File: src/rtl/muldiv_unit_pkg.sv
// muldiv_unit_pkg: opsel codes, flag indices, FSM states and width shared by the multi-cycle unit.
package muldiv_unit_pkg;
    localparam int W = 16;
    localparam logic [4:0] ALU_ADD = 5'd0;
    localparam logic [4:0] ALU_MUL = 5'd8;
    localparam logic [4:0] ALU_DIV = 5'd9;
    localparam logic [4:0] ALU_MOD = 5'd10;
    localparam logic [4:0] ALU_POW = 5'd11;
    localparam int ZF = 3;
    localparam int NF = 2;
    localparam int CF = 1;
    localparam int OF = 0;
    typedef enum logic [1:0] {IDLE, BUSY, DONE} state_e;
    function automatic logic is_multi(input logic [4:0] op);
        return op inside {ALU_MUL, ALU_DIV, ALU_MOD, ALU_POW};
    endfunction
endpackage

File: src/rtl/muldiv_core.sv
// muldiv_core: one shift-add (multiply) or one restoring shift-subtract (divide) step on 2W-bit state.
module muldiv_core #(
    parameter int W = 16
) (
    input  logic                 div_i,
    input  logic [2*W-1:0]       x_i,
    input  logic [2*W-1:0]       y_i,
    input  logic                 bit_i,
    input  logic [$clog2(W)-1:0] sh_i,
    output logic [2*W-1:0]       x_o
);
    logic [2*W:0] s;
    logic [W:0]   hi;
    logic [W:0]   diff;
    // Divide state is {remainder, dividend/quotient}; the shifted-out bit keeps the trial remainder W+1 wide.
    always_comb begin
        s    = {x_i, 1'b0};
        hi   = s[2*W:W];
        diff = hi - {1'b0, y_i[W-1:0]};
        x_o  = div_i ? {(diff[W] ? hi[W-1:0] : diff[W-1:0]), s[W-1:1], !diff[W]}
                     : x_i + (bit_i ? y_i << sh_i : '0);
    end
endmodule

File: src/rtl/muldiv_unit.sv
// muldiv_unit: multi-cycle MUL/DIV/MOD/POW beside the ALU; ready stalls the control unit while busy.
module muldiv_unit #(
    parameter int W = 16
) (
    input  logic         clk,
    input  logic         rst,
    input  logic [4:0]   opsel,
    input  logic [W-1:0] a,
    input  logic [W-1:0] b,
    output logic         ready,
    output logic [W-1:0] res,
    output logic [W-1:0] res_ext,
    output logic [3:0]   flags
);
    import muldiv_unit_pkg::*;
    localparam logic [4:0] LAST = 5'(W - 1);
    state_e         state_q, state_d;
    logic [4:0]     op_q, op_d, cnt_q, cnt_d, exp_q, exp_d, cur_op;
    logic [W-1:0]   a_q, a_d, b_q, b_d, res_q, res_d, ext_q, ext_d;
    logic [2*W-1:0] wk_q, wk_d, pacc_q, pacc_d, core_x, core_y, fin;
    logic [3:0]     flags_q, flags_d;
    logic           div_op, pow_op, load, last_it, last_mul, dz, core_bit;

    assign cur_op   = state_q == IDLE ? opsel : op_q;
    assign div_op   = cur_op inside {ALU_DIV, ALU_MOD};
    assign pow_op   = cur_op == ALU_POW;
    assign core_y   = pow_op ? pacc_q : {{W{1'b0}}, div_op ? b_q : a_q};
    assign core_bit = pow_op ? a_q[cnt_q[3:0]] : b_q[cnt_q[3:0]];
    assign last_it  = cnt_q == LAST;
    assign last_mul = !pow_op || exp_q == b_q[4:0] - 5'd1;
    assign dz       = div_op && state_q == IDLE;
    assign ready    = !rst && (state_q == DONE || (state_q == IDLE && !is_multi(opsel)));
    assign res      = res_q;
    assign res_ext  = ext_q;
    assign flags    = flags_q;

    muldiv_core #(.W(W)) u_core (
        .div_i(div_op),
        .x_i  (wk_q),
        .y_i  (core_y),
        .bit_i(core_bit),
        .sh_i (cnt_q[3:0]),
        .x_o  (core_x)
    );

    always_comb begin
        state_d = state_q;
        op_d    = op_q;
        a_d     = a_q;
        b_d     = b_q;
        wk_d    = wk_q;
        pacc_d  = pacc_q;
        cnt_d   = cnt_q;
        exp_d   = exp_q;
        res_d   = res_q;
        ext_d   = ext_q;
        flags_d = flags_q;
        load    = 1'b0;
        fin     = core_x;
        case (state_q)
            IDLE: if (is_multi(opsel)) begin
                op_d    = opsel;
                a_d     = a;
                b_d     = b;
                wk_d    = div_op ? {{W{1'b0}}, a} : '0;
                pacc_d  = (2*W)'(1);
                cnt_d   = '0;
                exp_d   = '0;
                load    = (div_op && b == '0) || (pow_op && b[4:0] == '0);
                fin     = div_op ? {a, {W{1'b1}}} : (2*W)'(1);
                state_d = load ? DONE : BUSY;
            end
            BUSY: begin
                // POW finishes one acc*a multiply every W steps, then restarts the partial product.
                wk_d    = last_it && pow_op ? '0 : core_x;
                pacc_d  = last_it && pow_op ? core_x : pacc_q;
                exp_d   = last_it && pow_op ? exp_q + 5'd1 : exp_q;
                cnt_d   = last_it ? '0 : cnt_q + 5'd1;
                load    = last_it && last_mul;
                state_d = load ? DONE : BUSY;
            end
            DONE: state_d = IDLE;
            default: state_d = IDLE;
        endcase
        if (load) begin
            res_d       = cur_op == ALU_MOD ? fin[2*W-1:W] : fin[W-1:0];
            ext_d       = cur_op == ALU_MOD ? fin[W-1:0] : fin[2*W-1:W];
            flags_d[ZF] = res_d == '0;
            flags_d[NF] = res_d[W-1];
            flags_d[CF] = div_op ? dz : ext_d != '0;
            flags_d[OF] = !div_op && ext_d != '0;
        end
    end

    always_ff @(posedge clk) begin
        if (rst) begin
            state_q <= IDLE;
            op_q    <= '0;
            a_q     <= '0;
            b_q     <= '0;
            wk_q    <= '0;
            pacc_q  <= '0;
            cnt_q   <= '0;
            exp_q   <= '0;
            res_q   <= '0;
            ext_q   <= '0;
            flags_q <= '0;
        end else begin
            state_q <= state_d;
            op_q    <= op_d;
            a_q     <= a_d;
            b_q     <= b_d;
            wk_q    <= wk_d;
            pacc_q  <= pacc_d;
            cnt_q   <= cnt_d;
            exp_q   <= exp_d;
            res_q   <= res_d;
            ext_q   <= ext_d;
            flags_q <= flags_d;
        end
    end
endmodule

File: config.mk
export PLATFORM = sky130hd
export DESIGN_NAME = muldiv_unit
export DESIGN_NICKNAME = d
export VERILOG_FILES = /design/src/rtl/muldiv_unit_pkg.sv /design/src/rtl/muldiv_core.sv /design/src/rtl/muldiv_unit.sv
export SDC_FILE = /design/constraint.sdc
export NUM_CORES = 1
export LEC_CHECK = 0
export BUFFER_PORTS_ARGS = -buffer_cell sky130_fd_sc_hd__buf_2
export CAP_MARGIN = 15
export CELL_PAD_IN_SITES_DETAIL_PLACEMENT = 1
export CELL_PAD_IN_SITES_GLOBAL_PLACEMENT = 2
export CORE_ASPECT_RATIO = 0.6
export CORE_MARGIN = 3
export CORE_UTILIZATION = 40
export CTS_BUF_LIST = sky130_fd_sc_hd__clkbuf_4
export CTS_CLUSTER_SIZE = 12
export DETAILED_ROUTE_END_ITERATION = 12
export PLACE_DENSITY = 0.95
export SYNTH_ARGS = -nofsm -noshare
export SYNTH_HDL_FRONTEND = slang
export SYNTH_SLANG_ARGS = --single-unit
File: constraint.sdc
create_clock -name clk -period 15.75 [get_ports clk]
set_input_delay 3.15 -clock clk [delete_from_list [all_inputs] [get_ports clk]]
set_output_delay 3.15 -clock clk [all_outputs]
set_load 0.1 [all_outputs]
# --- Word-level counts from Yosys, hierarchy flattened ---
# Cells that the tools add are included.
totals:
  ff_bits: 149
  latch_bits: 0
  ramBits: 0
  romBits: 0
  input_bits: 39
  n_memories: 0
op_classes:
  addsub: 5
  mul: 0
  n_div: 0
  order_cmp: 1
  n_eq_ne: 13
  shifts: 1
  mux: 35
  bitwise: 0
  reduce_logical: 27
ops:
  columns: ["op", "n"]
  rows:
  - ["32-bit two-way mux", 10]
  - ["32-bit case mux with 2 select lines", 2]
  - ["16-bit two-way mux", 5]
  - ["5-bit by 4-bit == test with 1-bit output (second input constant)", 8]
  - ["32-bit adder", 1]
  - ["16-bit logical NOT", 2]
  - ["32-bit by 4-bit left shift with 32-bit output", 1]
  - ["5-bit two-way mux", 4]
  - ["5-bit case mux with 2 select lines", 2]
  - ["17-bit by 16-bit subtractor with 17-bit output", 1]
  - ["16-bit nonzero test", 1]
  - ["5-bit by 1-bit adder with 5-bit output (second input constant)", 2]
  - ["1-bit binary-select mux with 4-bit select", 2]
  - ["1-bit logical AND", 8]
  - ["2-bit two-way mux", 3]
  - ["5-bit == test", 1]
  - ["1-bit logical NOT", 5]
  - ["5-bit logical NOT", 1]
  - ["4-bit by 5-bit < comparator with 1-bit output (second input constant)", 1]
  - ["1-bit two-way mux", 5]
  - ["5-bit by 1-bit subtractor with 5-bit output (second input constant)", 1]
  - ["2-bit case mux with 2 select lines", 1]
  - ["2-bit AND reduction", 2]
  - ["2-bit nonzero test", 2]
  - ["9 further kinds", 11]

# --- Logic depth before layout (Yosys ltp) ---
# Gate-level depths: netlist (run 1).
logic_depth:
  ltp_word: 15
  ltp_mapped: 29
  mapped_depth_nobuf: 23

# --- Hierarchy ---
# A second synthesis (run 1) with hierarchy kept.
hier_totals:
  cells_unflattened: 1584
  hier_area_um2: 11908.9
by_module_without_submodules:
  columns: ["mod", "instances", "cells_each", "area_each_um2", "seq_area_each_um2"]
  rows:
  - ["muldiv_unit", 1, 925, 7438.4, 2962.8]
  - ["muldiv_core", 1, 659, 4470.5, 0.0]

# --- Worst setup path before layout (run 1) ---
# OpenSTA, ideal clock, no wires.
synth_path:
  kind: "input to output"
  from: "input port rst"
  to: "output port ready"
  t_arrival_ns: 5.623
  required_time_ns: 12.600
  path_slack_ns: 6.977
  cell_stages: 3
  path_buffers: 2
  path_cell_list: "clkbuf_1 -> clkbuf_1 -> nor3_1"
synth_via:
  elab_chain_len: 2
synth_lines:
  columns: ["element", "line_no", "text"]
  rows:
  - ["from (decl)", "muldiv_unit.sv:6", "input logic rst,"]
  - ["1-bit logical NOT", "muldiv_unit.sv:32", "assign ready = !rst && (state_q == DONE || (state_q == IDLE && !is_multi(opsel)));"]
  - ["1-bit logical AND", "muldiv_unit.sv:32", null]
  - ["to (decl)", "muldiv_unit.sv:10", "output logic ready,"]
# No other way between the ends.

# --- Worst setup path after layout (run 1) ---
layout_path:
  from: "input port opsel[4]"
  to: "register flags_q[1] (netlist: flags[1])"
layout_via:
  elab_chain_len: 14
  word_cells_on_any_way: 35
  classes_between: "add/sub: 2; eq/ne: 7; shift: 1; mux: 14; reduce/logical: 11"
layout_lines:
  columns: ["element", "line_no", "text"]
  rows:
  - ["from (decl)", "muldiv_unit.sv:7", "input logic [4:0] opsel,"]
  - ["5-bit two-way mux", "muldiv_unit.sv:24", "assign cur_op = state_q == IDLE ? opsel : op_q;"]
  - ["5-bit by 4-bit == test with 1-bit output, on equally long branches", "muldiv_unit.sv:25, muldiv_unit.sv:87", null]
  - ["2-bit nonzero test", "muldiv_unit.sv:25", "assign div_op = cur_op inside {ALU_DIV, ALU_MOD};"]
  - ["16-bit two-way mux", "muldiv_unit.sv:27", "assign core_y = pow_op ? pacc_q : {{W{1'b0}}, div_op ? b_q : a_q};"]
  - ["32-bit two-way mux", "muldiv_unit.sv:27", null]
  - ["32-bit by 4-bit left shift with 32-bit output", "muldiv_core.sv:21", ": x_i + (bit_i ? y_i << sh_i : '0);"]
  - ["32-bit two-way mux", "muldiv_core.sv:21", null]
  - ["32-bit adder", "muldiv_core.sv:21", null]
  - ["32-bit two-way mux", "muldiv_core.sv:20", "x_o = div_i ? {(diff[W] ? hi[W-1:0] : diff[W-1:0]), s[W-1:1], !diff[W]}"]
  - ["32-bit two-way mux", "muldiv_unit.sv:61", "IDLE: if (is_multi(opsel)) begin"]
  - ["32-bit two-way mux", "muldiv_unit.sv:60", "case (state_q)"]
  - ["16-bit two-way mux", "muldiv_unit.sv:87", "ext_d = cur_op == ALU_MOD ? fin[W-1:0] : fin[2*W-1:W];"]
  - ["16-bit nonzero test", "muldiv_unit.sv:90", "flags_d[CF] = div_op ? dz : ext_d != '0;"]
  - ["1-bit two-way mux", "muldiv_unit.sv:90", null]
  - ["to (signal assigned)", "muldiv_unit.sv:119", "flags_q <= flags_d;"]
  - ["to (decl)", "muldiv_unit.sv:21", "logic [3:0] flags_q, flags_d;"]
# Several ways; a longest one is shown, not always the timed one.
# A chain may end at the register's enable or synchronous reset.

==> impl_metrics.json, run 1 <==
{
  "status": "finished, final reports clean",
  "syn_to_final_growth_pct": 8.03,
  "ctsHoldBuffers": 0,
  "synth_top_cell_area_share_pct": 24.5,
  "seq_power_share_pct": 45.0,
  "synth_common_cells": "nand2_1 (244), nor2_1 (209), a21oi_1 (164)",
  "tritoncts": "built",
  "dieHeight_um": 141,
  "ant_nets": 0,
  "reg2reg_slack_ns": 7.20,
  "clock-sinks": 148,
  "final-max-slew-violation-count": 0,
  "synth.distinct_cells": 98,
  "post-cts-setup-buffers": 0,
  "grtUsageMet1_pct": 52.4,
  "cts_inserted_buffers": 17,
  "drc": 0,
  "clk_pin_slew_worst_paths_ns": 0.13,
  "grt-busiest-layer": "met1",
  "finalHoldViolations": 0,
  "synth_edf_count": 0,
  "cp.required_ns": 16.28,
  "met3_usage_pct": 12.8,
  "routed_wl_mm": 57.6,
  "postLayoutSetupSlackWorst_ns": 5.19,
  "first_global_vias": 13000,
  "grt_pass1_wl_mm": 85.5,
  "grt-ovfl-total": 0,
  "yosysWarnings": 0,
  "cp-start-kind": "input port",
  "fin_crit_sh_pct": 67.0,
  "ff2ff_path_depth": 23,
  "worstSetupPathType": "input port to register",
  "synthArstFlopShare_pct": 0,
  "power_density_mw_per_mm2": 66.3,
  "ys_seq_elements": 148,
  "drv_cap": 0,
  "hpwl_mm": 44.5,
  "drive_above_1_share_pct": 13.1,
  "seq_area_frac_synth_pct": 24.5,
  "numPortBuffers": 75,
  "synth_cells": 1635,
  "slew_headroom_pct": 6.18,
  "min_from": "res[9]$_SDFFE_PP0P_",
  "use_met2_pct": 45.4,
  "p_clk_share_pct": 29.9,
  "pwr-share-comb_pct": 25.1,
  "firstDrtPassIters": 6,
  "crit_fanout": 29,
  "p_leak_nw": 4.83,
  "finalClockSkew_ns": 0.0298,
  "clock_latency_ns": 0.64,
  "dieArea_mm2": 0.0324,
  "setup-tns-final_ns": 0,
  "min_to": "res[9]$_SDFFE_PP0P_",
  "via_count": 13700,
  "ir_drop_uv": 42.9,
  "drt_iter0_markers": 2042,
  "crit_arrival_ns": 11.09,
  "cts-root-buf": "clkbuf_4",
  "synth_area_leaders": "dfxtp_1 (24%), nand2_1 (7.6%), a21oi_1 (6.8%)",
  "r2r_start": "state_q[1]$_SDFFE_PP0N_",
  "die_w_um": 230,
  "cts_buffer_depth": 2,
  "gp_congestion": 1.03,
  "hold_class": "register to register",
  "start_util_pct": 41.4,
  "place_ws_ns": 5.05,
  "fin_crit_ns": 10.56,
  "wire_per_inst_um": 27.9,
  "switchingPower_uw": 322,
  "avgSynthCellArea_um2": 7.40,
  "cts_max_level": 4,
  "synth_nets": 1726,
  "p_int_uw": 545,
  "core_area_mm2": 0.0292,
  "netlist_area_mm2": 0.0121,
  "rsz0062_at_grt": "false",
  "cts.repair.resized": 0,
  "ios": 76,
  "tightest_slew_ns": 1.41,
  "p_sw_share_pct": 37.1,
  "num_rows": 48,
  "gr-usage-all-layers_pct": 34.7,
  "setup_viol": 0,
  "fin_nets": 1742,
  "vias_per_cell": 6.66,
  "fmax_ghz": 0.0947,
  "grt_max_degree": 93,
  "yosysTopAreaCell": "dfxtp_1",
  "synth_most_common_cell": "nand2_1",
  "antenna_found_initial": 4,
  "timing.rr.end": "flags[1]$_SDFFE_PP0P_",
  "end_kind": "register",
  "synthFlopType": "dfxtp_1",
  "holdPathStages": 2
}
-- layout by cell type (no fill, tap or decap), drive strengths merged, types with 12 or more instances in the layout --
| cell | synthesis | layout |
|---|---|---|
| clkbuf | 81 | 19 |
| o21ai | 87 | 87 |
| mux4 | 20 | 20 |
| o21a | 12 | 12 |
| buf | 35 | 113 |
| dfxtp | 148 | 148 |
| inv | 31 | 34 |
| a31oi | 35 | 35 |
| o211ai | 19 | 19 |
| a21oi | 165 | 165 |
| a21o | 17 | 17 |
| a22oi | 39 | 39 |
| ha | 50 | 50 |
| o22ai | 20 | 20 |
| nor2 | 212 | 212 |
| mux2i | 78 | 78 |
| and3 | 12 | 12 |
| xnor2 | 19 | 19 |
| nor3 | 46 | 46 |
| a211oi | 26 | 26 |
| nand4 | 16 | 16 |
| xor2 | 23 | 23 |
| nand3 | 35 | 35 |
| a221oi | 15 | 15 |
| nand2 | 246 | 246 |
-- layout make-up --
type | count | area (um^2)
fill | 3690 | 16200
multi-input combinational | 1340 | 8550
sequential | 148 | 2970
timing repair buffer | 113 | 663
tap | 400 | 500
clock buffer | 19 | 143
clock inverter | 11 | 129
inverter | 31 | 116
antenna | 1 | 2.50
-- power groups by stage --
stage,registers (mW),logic [mW],clock network (mW)
floorplan,0.394,0.135,0
global placement,0.398,0.202,0
CTS,0.390,0.207,0.260
finish,0.390,0.218,0.259
global route,0.391,0.228,0.277
detailed placement,0.398,0.206,0
-- worst max-delay path: stages --
cell and delay [ns]:
buf_2 0.10, or3b_2 0.52, mux2i_1 0.15, buf_4 0.16, and2_2 0.50, buf_4 0.44
nand2_1 0.12, a31oi_1 0.59, mux2i_1 0.20, mux2i_1 0.42, mux2i_1 0.28, a211oi_1 0.38
ha_1 0.33, nand2_1 0.18, o21ai_0 0.66, a22oi_1 0.33, a31oi_1 0.37, o22ai_1 0.18
xor2_1 0.18, o211ai_1 0.85, a21oi_1 0.35, nand4_1 0.20, o41ai_2 0.08, a311oi_1 0.32
-- registers in the layout, summed over array words and instances (netlist names) --
name / count
cnt_q: 5
res_ext: 16
exp_q: 5
state_q: 2
flags: 4
pacc_q: 32
a_q: 16
b_q: 16
wk_q: 32
res: 15
op_q: 5
-- kinds of logic (layout without fill, tap and decap cells) --
kind of cell	count (synthesis)	in the layout	synth area share, %
XOR/XNOR	42	42	3.04
adder cells (fa/ha/maj)	52	52	5.50
other	0	1	0
AND/OR/NAND/NOR	630	630	23.0
multiplexers	107	107	11.1
buffers and inverters	147	174	5.08
flip-flops	148	148	24.5
AO/OA/AOI/OAI	509	509	27.7
-- through the flow --
stage / cell area (um^2) / power, mW / hold slack, ns / instances / util, %
finish: 13100 / 0.867 / 0.460 / 2063 / 44.7
detailed placement: 12800 / 0.604 / 0.442 / 2030 / 43.7
floorplan: 12100 / 0.529 / 0.423 / 1635 / -
CTS: 13000 / 0.857 / 0.465 / 2060 / 44.6
global route: 13100 / 0.896 / 0.486 / 2063 / 44.7
global placement: 12800 / 0.600 / 0.436 / 2030 / 43.7
-- worst max-delay path by stage --
stage,cells after the start,from,to
floorplan,3,rst,ready
global placement,24,opsel[4],flags[1]$_SDFFE_PP0P_
detailed placement,24,opsel[4],flags[1]$_SDFFE_PP0P_
CTS,24,opsel[4],flags[1]$_SDFFE_PP0P_
global route,24,opsel[4],flags[1]$_SDFFE_PP0P_
finish,24,opsel[4],flags[1]$_SDFFE_PP0P_
-- metal layers --
metal  vias up  wire length (um)
met5         -                22
met3       106              7830
met4         4              1450
met1      6798             26300
met2       819             22000
li1       6008                 -
Power figures use the tool's default switching activity.
==> run 2, diff against run 1 <==
CORE_UTILIZATION = 34   (was 40)
PLACE_DENSITY = 0.88   (was 0.95)
clock period = 8.7 ns   (was 15.75 ns; I/O delays follow)
==> impl_metrics.json, run 2 (synthesized netlist as in run 1, its figures left out) <==
{
  "pwr-share-comb_pct": 26.4,
  "setup_viol": 0,
  "cp-start-kind": "input port",
  "worstSetupPathType": "input port to register",
  "cts_buffer_depth": 2,
  "ctsHoldBuffers": 0,
  "cts_max_level": 4,
  "final_util_pct": 38.9,
  "drc": 0,
  "fmax_ghz": 0.127,
  "grt-ovfl-total": 0,
  "p_clk_share_pct": 28.1,
  "num_rows": 52,
  "fin_crit_ns": 7.86,
  "hold_class": "register to register",
  "routed_wl_mm": 59.4,
  "core_area_mm2": 0.0344,
  "seq_power_share_pct": 45.5,
  "drive_above_1_share_pct": 14.7,
  "ios": 76,
  "rsz0062_at_grt": "false",
  "p_int_uw": 936,
  "slowest_stage": "or3b_2",
  "vias_per_cell": 6.35,
  "clock_latency_ns": 0.63,
  "finalHoldViolations": 0,
  "hpwl_mm": 46.6,
  "clk_pin_slew_worst_paths_ns": 0.15,
  "numPortBuffers": 75,
  "tightest_slew_ns": 1.12,
  "gp_congestion": 1.06,
  "crit_fanout": 16,
  "setup-tns-final_ns": 0,
  "r2r_start": "state_q[1]$_SDFFE_PP0N_",
  "grt_pass1_wl_mm": 86.7,
  "reg2reg_slack_ns": 1.28,
  "ant_nets": 0,
  "endpoint": "flags[1]$_SDFFE_PP0P_",
  "finalClockSkew_ns": 0.0324,
  "syn_to_final_growth_pct": 10.5,
  "grt_max_degree": 88,
  "cts_inserted_buffers": 17,
  "p_leak_nw": 4.94,
  "cts-root-buf": "clkbuf_4",
  "cts.repair.resized": 0,
  "max_stage_delay_ns": 0.52,
  "final-max-slew-violation-count": 0,
  "cp.required_ns": 9.17,
  "die_w_um": 249,
  "end_kind": "register",
  "via_count": 13700,
  "ff2ff_path_depth": 23,
  "power_density_mw_per_mm2": 117,
  "dieHeight_um": 152,
  "gr-usage-all-layers_pct": 30.1,
  "fillers": 4293,
  "clock-sinks": 148,
  "drt_iter0_markers": 1753,
  "dieArea_mm2": 0.0379,
  "post-cts-setup-buffers": 0,
  "crit_arrival_ns": 8.33,
  "final_common_cell": "nand2_1",
  "first_global_vias": 12800,
  "reg_top3": "pacc_q (32), wk_q (32)",
  "timing.hold.ws_ns": 0.462,
  "timing.rr.end": "flags[1]$_SDFFE_PP0P_",
  "switchingPower_uw": 627,
  "mostFrequentLayoutCells": "nand2_1 (243), nor2_1 (206), a21oi_1 (162), dfxtp_1 (145), mux2i_1 (77)",
  "wire_per_inst_um": 27.6,
  "start_util_pct": 35.2,
  "slew_headroom_pct": 24.8,
  "drv_cap": 0,
  "firstDrtPassIters": 6,
  "p_sw_share_pct": 40.1,
  "antenna_found_initial": 4,
  "tritoncts": "built",
  "crit_start": "opsel[4]",
  "fin_nets": 1771,
  "fin_crit_sh_pct": 90.4,
  "status": "finished, final reports clean",
  "ir_drop_uv": 92.7
}
[run 2: cell types whose count changed in the layout (fill, tap and decap cells not counted), sizes merged]
cell      change
diode         +2
clkinvlp      +3
bufinv        -2
clkbuf        -2
inv           +4
clkinv        -2
buf          +29
[run 2: power by group through the flow]
stage,Clock [mW],Combinational [mW],Sequential (mW)
3_3_place_gp,0,0.385,0.723
5_1_grt,0.474,0.431,0.712
2_1_floorplan,0,0.245,0.713
3_5_place_dp,0,0.392,0.724
4_1_cts,0.437,0.394,0.709
6_report,0.439,0.413,0.711
[run 2: routing by layer]
| metal | routed length (um) | vias to the layer above | track usage (%) |
|---|---|---|---|
| li1 | - | 6080 | - |
| met1 | 28000 | 6731 | 46.1 |
| met2 | 22000 | 799 | 38.7 |
| met3 | 8570 | 71 | 12.9 |
| met4 | 809 | 6 | 4.50 |
| met5 | 46 | - | 0 |
[run 2: final cells by class]
| class | instances | area (um^2) | share of cell area, % |
|---|---|---|---|
| Multi-Input combinational cell | 1340 | 8560 | 64.1 |
| Sequential cell | 148 | 2970 | 22.2 |
| Clock inverter | 14 | 119 | 0.890 |
| Timing Repair Buffer | 142 | 888 | 6.65 |
| Clock buffer | 17 | 128 | 0.955 |
| Inverter | 31 | 116 | 0.871 |
| Tap cell | 459 | 574 | 4.30 |
| Antenna cell | 3 | 7.51 | 0.0562 |
[run 2: worst min path at each step]
stage / startpoint / to / slack (ns) / cells after the start
floorplan: op_q[4]$_SDFFE_PP0P_ / op_q[4]$_SDFFE_PP0P_ / 0.42 / 1
global placement: res_ext[14]$_SDFFE_PP0P_ / res_ext[14]$_SDFFE_PP0P_ / 0.44 / 2
detailed placement: res[7]$_SDFFE_PP0P_ / res[7]$_SDFFE_PP0P_ / 0.44 / 2
CTS: res[2]$_SDFFE_PP0P_ / res[2]$_SDFFE_PP0P_ / 0.46 / 2
global route: res[2]$_SDFFE_PP0P_ / res[2]$_SDFFE_PP0P_ / 0.48 / 2
finish: res[2]$_SDFFE_PP0P_ / res[2]$_SDFFE_PP0P_ / 0.46 / 2
[run 2: through the flow]
step | area [um^2] | setup slack (ns) | cells | total power [mW]
6_report | 13400 | 0.838 | 2154 | 1.56
5_1_grt | 13400 | 0.540 | 2153 | 1.62
4_1_cts | 13300 | 1.06 | 2150 | 1.54
3_5_place_dp | 13100 | 0.451 | 2119 | 1.12
3_3_place_gp | 13100 | 0.438 | 2119 | 1.11
2_1_floorplan | 12100 | 1.91 | 1635 | 0.958
[run 2: critical path: cells and delay by family]
kind / cells / cell delay [ns]
buffers and inverters: 3 / 0.48
muxes: 4 / 0.86
AOI/OAI and AO/OA: 13 / 3.67
and+or+nand+nor: 4 / 1.21
adders and majority gates: 1 / 0.34
==> run 3, diff against run 2 <==
CELL_PAD_IN_SITES_GLOBAL_PLACEMENT = 1   (was 2)
CORE_UTILIZATION = 43   (was 34)
==> impl_metrics.json, run 3 (synthesized netlist as in run 1, its figures left out) <==
{
  "status": "finished, final reports clean",
  "grt-ovfl-total": 0,
  "fillers": 3431,
  "dieArea_mm2": 0.0302,
  "tritoncts": "built",
  "drv_cap": 0,
  "cts_buffer_depth": 2,
  "dp.cells": 2012,
  "fin_crit_sh_pct": 92.8,
  "hold_class": "register to register",
  "worst_path_most_repeated_cell": "mux2i_1",
  "ios": 76,
  "start_util_pct": 44.7,
  "routed_wl_mm": 58.3,
  "finalPower_mw": 1.59,
  "fin_crit_ns": 8.07,
  "hpwl_mm": 45.1,
  "cp.required_ns": 9.19,
  "tightest_slew_ns": 1.28,
  "setup-tns-final_ns": 0,
  "setup_viol": 0,
  "mostFrequentLayoutCells": "nand2_1 (243), nor2_1 (207), a21oi_1 (162), dfxtp_1 (145), mux2i_1 (77)",
  "final_util_pct": 48.7,
  "cp_top_family": "compound AO/OA/AOI/OAI gates",
  "core_area_mm2": 0.0271,
  "ant_nets": 0,
  "gr-usage-all-layers_pct": 37.5,
  "clk_pin_slew_worst_paths_ns": 0.12,
  "drt_iter0_markers": 2485,
  "num_rows": 46,
  "syn_to_final_growth_pct": 8.97,
  "cts_inserted_buffers": 17,
  "cts.repair.resized": 0,
  "firstDrtPassIters": 6,
  "vias_per_cell": 6.92,
  "grt_max_degree": 92,
  "finalClockSkew_ns": 0.0319,
  "gp_congestion": 1.04,
  "drc": 0,
  "first_global_vias": 13300,
  "antenna_found_initial": 1,
  "numPortBuffers": 75,
  "p_leak_nw": 4.92,
  "place_ws_ns": 0.323,
  "crit_fanout": 17,
  "slowest_stage": "or3b_2",
  "worstSetupPathType": "input port to register",
  "path_buf_inv": 1,
  "grt_pass1_wl_mm": 86.2,
  "post-cts-setup-buffers": 0,
  "crit_chain": "buf_2 > or3b_2 > mux2i_1 > and2_2 > nand2_1 > a31oi_1 > mux2i_1 > mux2i_1 > mux2i_1 > nor2_1 > a41oi_1 > nor2_1 > ha_1 > a21oi_1 > o21ai_0 > a2111oi_1 > o21ai_1 > o21ai_1 > o21a_1 > o21ai_0 > mux2i_1 > o22ai_1 > o41ai_2 > a311oi_1",
  "cp-start-kind": "input port",
  "timing.hold.ws_ns": 0.461,
  "final-max-slew-violation-count": 0,
  "max_stage_delay_ns": 0.53,
  "clock_latency_ns": 0.66,
  "fmax_ghz": 0.124,
  "die_w_um": 223,
  "ir_drop_uv": 130,
  "final_common_cell": "nand2_1",
  "end_kind": "register",
  "clock-sinks": 148,
  "final_cell_area_mm2": 0.0132,
  "dieHeight_um": 136,
  "crit_arrival_ns": 8.56,
  "cts_max_level": 4,
  "slew_headroom_pct": 14.4,
  "cts-root-buf": "clkbuf_4",
  "power_density_mw_per_mm2": 121,
  "layout.cells.non_filler": 2044,
  "drive_above_1_share_pct": 14.0,
  "wire_per_inst_um": 28.5,
  "fin_nets": 1762,
  "reg_top3": "pacc_q (32), wk_q (32)",
  "dpl_cell_area_mm2": 0.0129,
  "finalHoldViolations": 0,
  "via_count": 14100,
  "ctsHoldBuffers": 0,
  "postLayoutSetupSlackWorst_ns": 0.628,
  "rsz0062_at_grt": "false"
}
run 3: cell count changes in the layout (fill, tap and decap cells not counted), moves of 2 or more:
cell        delta
buf_4          -8
bufinv_16      +2
clkinv_1       +3
clkinvlp_4     -2
diode_2        -2
run 3: path summary, 6_finish.rpt:
path                             endpoint  slack (ns)                    start  cells after the start
hold / removal    res_ext[8]$_SDFFE_PP0P_        0.46  res_ext[8]$_SDFFE_PP0P_                      2
setup / recovery    flags[1]$_SDFFE_PP0P_        0.63                 opsel[4]                     24
hold reg to reg   res_ext[8]$_SDFFE_PP0P_        0.46  res_ext[8]$_SDFFE_PP0P_                      2
setup reg to reg    flags[1]$_SDFFE_PP0P_        1.10  state_q[0]$_SDFFE_PP0N_                     24
run 3: final cells by class:
cell class	count	area [um^2]	area share [%]
clock inverter	14	150	1.14
antenna	1	2.50	0.0190
tap	360	450	3.42
multi-input combinational	1340	8550	64.9
clock buffer	17	128	0.968
inverter	31	116	0.883
sequential	148	2970	22.5
timing repair buffer	133	813	6.17
run 3: power breakdown:
group / internal [mW] / leakage (nW) / switching, mW
Combinational: 0.125 / 3.58 / 0.280
Clock: 0.172 / 0.144 / 0.308
Sequential: 0.690 / 1.20 / 0.0163
Total: 0.987 / 4.92 / 0.604
run 3: tightest hold or removal path: cells and delay by family (launching register included):
kind,cells,cell delay [ns]
AO/OA/AOI/OAI,1,0.05
flip-flops,1,0.33
AND/OR/NAND/NOR,1,0.05
run 3: per-layer routing:
metal	track usage (%)	part of all wire [%]	routed length, um
met4	9.63	2.6	1510
met5	0	0.027	16
met1	56.1	44	25400
met2	51.0	39	22600
met3	12.3	15	8750
